===== src/rtl/wb_evict_buffer.sv =====
// Write-back eviction buffer: holds dirty lines evicted by the dcache, writes each one
// out as an address phase followed by a burst of data beats, and frees the entry once
// the matching write response comes back. The buffer also answers hazard lookups for
// lines that are still queued or in flight.
module wb_evict_buffer #(
    parameter int unsigned AddrWidth = 64,
    parameter int unsigned LineWidth = 128,
    parameter int unsigned BusWidth  = 64,
    parameter int unsigned Depth     = 2,
    parameter int unsigned IdWidth   = 4
) (
    input  logic                 clk_i,
    input  logic                 rst_i,
    input  logic                 evict_valid_i,
    output logic                 evict_ready_o,
    input  logic [AddrWidth-1:0] evict_addr_i,
    input  logic [LineWidth-1:0] evict_data_i,
    output logic                 wr_req_valid_o,
    input  logic                 wr_req_ready_i,
    output logic [AddrWidth-1:0] wr_req_addr_o,
    output logic [IdWidth-1:0]   wr_req_id_o,
    output logic                 wr_data_valid_o,
    input  logic                 wr_data_ready_i,
    output logic [BusWidth-1:0]  wr_data_o,
    output logic                 wr_data_last_o,
    input  logic                 wr_rsp_valid_i,
    input  logic [IdWidth-1:0]   wr_rsp_id_i,
    input  logic [AddrWidth-1:0] lookup_addr_i,
    output logic                 lookup_hit_o,
    output logic                 empty_o
);

    localparam int unsigned Beats = LineWidth / BusWidth;
    localparam int unsigned PtrW  = (Depth > 1) ? $clog2(Depth) : 1;
    localparam int unsigned BeatW = (Beats > 1) ? $clog2(Beats) : 1;
    localparam int unsigned OffW  = $clog2(LineWidth / 8);

    // Byte-offset bits inside a line; cleared on capture and ignored on lookup.
    localparam logic [AddrWidth-1:0] OffMask  = AddrWidth'((64'd1 << OffW) - 64'd1);
    localparam logic [AddrWidth-1:0] LineMask = ~OffMask;
    localparam logic [BeatW-1:0]     LastBeat = BeatW'(Beats - 1);

    typedef enum logic [1:0] {
        EntFree,
        EntQueued,
        EntWaitRsp
    } ent_state_e;

    typedef enum logic [1:0] {
        StIdle,
        StAddr,
        StData
    } issue_state_e;

    ent_state_e             ent_state_q [Depth];
    ent_state_e             ent_state_d [Depth];
    logic [AddrWidth-1:0]   ent_addr_q  [Depth];
    logic [LineWidth-1:0]   ent_data_q  [Depth];

    logic [PtrW-1:0]        alloc_ptr_q, alloc_ptr_d;
    logic [PtrW-1:0]        issue_ptr_q, issue_ptr_d;
    issue_state_e           fsm_q, fsm_d;
    logic [BeatW-1:0]       beat_q, beat_d;

    logic                   evict_fire;
    logic                   rsp_in_range;
    logic [PtrW-1:0]        rsp_idx;
    logic                   beat_is_last;
    logic [Beats-1:0][BusWidth-1:0] issue_beats;

    // Ready depends only on registered state so a same-cycle response never leaks into it.
    assign evict_ready_o = (ent_state_q[alloc_ptr_q] == EntFree);
    assign evict_fire    = evict_valid_i && evict_ready_o;

    // Depth is a power of two, so an ID is in range iff its bits above the index are zero.
    assign rsp_in_range  = ((wr_rsp_id_i >> PtrW) == '0);
    assign rsp_idx       = wr_rsp_id_i[PtrW-1:0];

    assign beat_is_last  = (beat_q == LastBeat);
    assign issue_beats   = ent_data_q[issue_ptr_q];

    // Drive the write channels from the issue FSM state and the entry under issue_ptr.
    always_comb begin
        wr_req_valid_o  = (fsm_q == StAddr);
        wr_req_addr_o   = ent_addr_q[issue_ptr_q];
        wr_req_id_o     = IdWidth'(issue_ptr_q);
        wr_data_valid_o = (fsm_q == StData);
        wr_data_o       = issue_beats[beat_q];
        wr_data_last_o  = (fsm_q == StData) && beat_is_last;
    end

    // Next-state for entry states, pointers, issue FSM and beat counter.
    always_comb begin
        ent_state_d = ent_state_q;
        alloc_ptr_d = alloc_ptr_q;
        issue_ptr_d = issue_ptr_q;
        fsm_d       = fsm_q;
        beat_d      = beat_q;

        if (evict_fire) begin
            ent_state_d[alloc_ptr_q] = EntQueued;
            alloc_ptr_d              = alloc_ptr_q + PtrW'(1);
        end

        unique case (fsm_q)
            StIdle: begin
                if (ent_state_q[issue_ptr_q] == EntQueued) begin
                    fsm_d = StAddr;
                end
            end
            StAddr: begin
                if (wr_req_ready_i) begin
                    fsm_d  = StData;
                    beat_d = '0;
                end
            end
            StData: begin
                if (wr_data_ready_i) begin
                    if (beat_is_last) begin
                        ent_state_d[issue_ptr_q] = EntWaitRsp;
                        issue_ptr_d              = issue_ptr_q + PtrW'(1);
                        fsm_d                    = StIdle;
                        beat_d                   = '0;
                    end else begin
                        beat_d = beat_q + BeatW'(1);
                    end
                end
            end
            default: fsm_d = StIdle;
        endcase

        // A response only frees an entry that is already waiting; anything else is dropped.
        // Allocation and last-beat transitions never target a WAIT_RSP entry, so no conflict.
        if (wr_rsp_valid_i && rsp_in_range && (ent_state_q[rsp_idx] == EntWaitRsp)) begin
            ent_state_d[rsp_idx] = EntFree;
        end
    end

    // Hazard lookup and empty flag over all live entries.
    always_comb begin
        lookup_hit_o = 1'b0;
        empty_o      = 1'b1;
        for (int i = 0; i < Depth; i++) begin
            if (ent_state_q[i] != EntFree) begin
                empty_o = 1'b0;
                if (((ent_addr_q[i] ^ lookup_addr_i) & LineMask) == '0) begin
                    lookup_hit_o = 1'b1;
                end
            end
        end
    end

    // Control state register with synchronous reset.
    always_ff @(posedge clk_i) begin
        if (rst_i) begin
            for (int i = 0; i < Depth; i++) begin
                ent_state_q[i] <= EntFree;
            end
            alloc_ptr_q <= '0;
            issue_ptr_q <= '0;
            fsm_q       <= StIdle;
            beat_q      <= '0;
        end else begin
            ent_state_q <= ent_state_d;
            alloc_ptr_q <= alloc_ptr_d;
            issue_ptr_q <= issue_ptr_d;
            fsm_q       <= fsm_d;
            beat_q      <= beat_d;
        end
    end

    // Line payload capture; no reset needed since state gates every use.
    always_ff @(posedge clk_i) begin
        if (evict_fire) begin
            ent_addr_q[alloc_ptr_q] <= evict_addr_i & LineMask;
            ent_data_q[alloc_ptr_q] <= evict_data_i;
        end
    end

endmodule


===== config.mk =====
export PLATFORM = sky130hd
export DESIGN_NAME = wb_evict_buffer
export DESIGN_NICKNAME = d
export VERILOG_FILES = /design/src/rtl/wb_evict_buffer.sv
export SDC_FILE = /design/constraint.sdc
export NUM_CORES = 1
export LEC_CHECK = 0
export CORE_UTILIZATION = 53
export DETAILED_ROUTE_END_ITERATION = 12
export GPL_TIMING_DRIVEN = 1
export HOLD_SLACK_MARGIN = 0.02
export PLACE_DENSITY = 0.86
export SKIP_CTS_REPAIR_TIMING = 1
export SLEW_MARGIN = 20
export SYNTH_ARGS = -nofsm -noshare
export SYNTH_HDL_FRONTEND = slang
export SYNTH_SLANG_ARGS = --single-unit

===== constraint.sdc =====
create_clock -name clk_i -period 29.9 [get_ports clk_i]
set_clock_uncertainty 0.2 [all_clocks]
set_input_delay 5.98 -clock clk_i [delete_from_list [all_inputs] [get_ports clk_i]]
set_output_delay 5.98 -clock clk_i [all_outputs]
set_load 0.01 [all_outputs]

==> flow_summary.yaml <==
status:
  status: "complete, no violations"
drt:
  antenna_left: 0
  vias: 8950
  drcViolationCount: 0
  wirelength_mm: 41.1
  drt_iter0_drc: 614
  firstDrtPassIters: 7
  via_per_inst: 5.59
  post_drt_wl_per_cell_um: 25.7
layout:
  area_delta_synth_final_pct: 35.8
  layout_commonest_cell: "clkdlybuf4s50_1"
  layout.nets: 1449
  instances_no_fill: 1601
  post-route-util_pct: 73.2
  most-common-layout-cells: "clkdlybuf4s50_1, edfxtp_1, xnor2_1"
  drive_gt1_share_pct: 11.1
timing:
  hold_violations: 0
  rsz0062_at_grt: "false"
  fin_ws_ps: 15270
  worst_pin_slew_ps: 1140
  slew_headroom_pct: 24.2
  timing.fmax_mhz: 68.4
  setup_viol: 0
  hold_slack_ps: 368
  period_share_pct: 48.9
  setup_tns_ps: 0
  slew_violations: 0
  period_minus_slack_ps: 14630
clock_network:
  clock-sinks: 386
  htreeDepth: 2
  path_clk_slew_ps: 60
  insertion_delay_ps: 520
  clockBufferDepth: 3
  numCtsBuffers: 41
  cts_root_buf: "clkbuf_16"
  tritoncts: "yes"
synthesis:
  synth_ff_type: "edfxtp_1"
  syn-mean-instance-area_um2: 20.1
  synth_cells: 770
  synthTopCellsByArea: "edfxtp_1, mux4_2, xnor2_1"
  synth.distinct_cells: 44
  synth_top_cell_by_area: "edfxtp_1"
  synth_edf_count: 376
  synthesis.area_um2: 15500
  ys_seq_area_share_pct: 74.3
  ys_ff_latch: 386
  async_reset_ff_share_pct: 0
  synth_top_area_share_pct: 73.0
  ys_warn_count: 0
power:
  pwr_density_cell_nw_per_um2: 61.1
  p_leak_nw: 6.83
  peakVddDrop_uv: 68.2
worst_setup_path:
  crit_path_start_kind: "primary input"
  required_ps: 23720
  cpPeakStageDelay_ps: 600
  crit_family: "buffers and inverters"
  r2r.worst_path.cells: 3
  crit_path_frequent_cell: "clkdlybuf4s50_1"
  worst-path-stages: 7
  crit_path_top_delay_cell: "clkdlybuf4s50_1"
  path_cells: "clkdlybuf4s50_1 -> xnor2_1 -> nand4_1 -> nor4_1 -> nand4b_1 -> o22ai_2 -> clkdlybuf4s50_1"
  critPathMaxFanout: 3
  path_buf_inv: 2
  end_kind: "output port"
  r2r_slack_ps: 26690
  crit_arrival_ps: 8450
  path_class: "primary input to output port"
grt:
  grt.total_usage_pct: 27.6
  grt_use_met2_pct: 49.2
  grt_util_met1_pct: 30.4
  antenna_found_initial: 2
  grt_max_degree: 72
  grt_pass1_vias: 9975
  busiest_layer: "met2"
  grt_pass1_wl_mm: 60.5
  grt_util_met3_pct: 9.61
  overflow: 0
placed_design:
  port-buffer-count: 388
  post-place-ws_ps: 15210
  dp_cells: 1524
  hpwl_mm: 28.0
  place.gp.congestion: 0.903
worst_hold_path:
  whs_path_depth: 2
  min_path_type: "flip-flop to flip-flop"
floorplanning:
  die_h_um: 173
  rows: 62
  die_x_um: 173
  core_um2: 28700
  die-area_um2: 29900
  ios: 404
  start_util_pct: 53.9
job:
  cap_viol_max_count: 0
[kinds of logic after synthesis]
kind of cell	count (synthesis)	synth area share [%]
flops	386	74.3
mux	120	13.4
xor+xnor	103	5.83
simple gates	81	3.08
buf+inv	50	1.91
compound gates	29	1.45
other cells	1	0.0242
[power breakdown]
group | internal (W) | total, W | switching [W] | leakage, nW
combinational | 0.0000779 | 0.000144 | 0.0000657 | 2.62
clock | 0.000285 | 0.000488 | 0.000203 | 0.628
sequential | 0.000636 | 0.000651 | 0.0000147 | 3.58
total | 0.00100 | 0.00128 | 0.000283 | 6.83
[metal layers]
layer	vias to the layer above	share of wire [%]	routed length [µm]
met3	85	10	4270
met5	-	0.039	16
met4	2	3.5	1440
li1	3914	-	-
met1	4434	34	14100
met2	515	52	21300
[final timing paths]
check,startpoint,end
max,lookup_addr_i[4],lookup_hit_o
min,ent_state_q[1],ent_state_q[1]
max reg2reg,ent_state_q[0],ent_data_q[1][80]
min reg2reg,ent_state_q[1],ent_state_q[1]
[stage by stage]
| stage | total power, W | instance area (µm²) |
|---|---|---|
| after global placement | 0.000797 | 19700 |
| after floorplan | 0.000722 | 15500 |
| after global routing | 0.00132 | 21000 |
| after detailed placement | 0.000803 | 19700 |
| final | 0.00128 | 21000 |
| after CTS | 0.00129 | 21000 |
[tightest hold or removal path, cell delays in order (launching register included)]
cell,delay (ps)
dfxtp_1,340
o21ai_1,140
nor2_1,40
[flip-flops by register name, indices dropped and copies added, names as in the netlist, named ones only]
| name | flops |
|---|---|
| ent_data_q | 256 |
| ent_addr_q | 120 |
| ent_state_q | 4 |
| fsm_q | 2 |
| alloc_ptr_q | 1 |
| beat_is_last | 1 |
| issue_ptr_q | 1 |
[layout make-up]
| class | count | area [µm²] |
|---|---|---|
| antenna | 3 | 7.51 |
| clock buffer | 53 | 1090 |
| clock inverter | 21 | 203 |
| fill | 1709 | 7700 |
| inverter | 19 | 71.3 |
| multi-input combinational | 340 | 3710 |
| sequential | 386 | 11500 |
| tap | 384 | 480 |
| timing repair buffer | 395 | 3940 |
[cells in the mapped netlist (2+ instances only)]
| cell | n |
|---|---|
| inv_1 | 17 |
| nand4b_1 | 2 |
| nand2_1 | 8 |
| o221ai_1 | 5 |
| buf_2 | 5 |
| xor2_1 | 18 |
| a22oi_1 | 2 |
| nor3_1 | 6 |
| nand2b_1 | 3 |
| a21oi_1 | 2 |
| edfxtp_1 | 376 |
| nand3_1 | 2 |
| nand4_1 | 22 |
| mux4_2 | 64 |
| buf_6 | 6 |
| mux2_1 | 56 |
| nor2_1 | 16 |
| clkbuf_1 | 4 |
| a22o_1 | 2 |
| o22ai_1 | 3 |
| o21ai_1 | 6 |
| buf_4 | 15 |
| nor4_1 | 10 |
| and3_1 | 3 |
| clkinv_1 | 2 |
| o2bb2ai_1 | 3 |
| xnor2_1 | 85 |
| nor2b_1 | 2 |
| dfxtp_1 | 10 |
(Power assumes the default switching activity.)
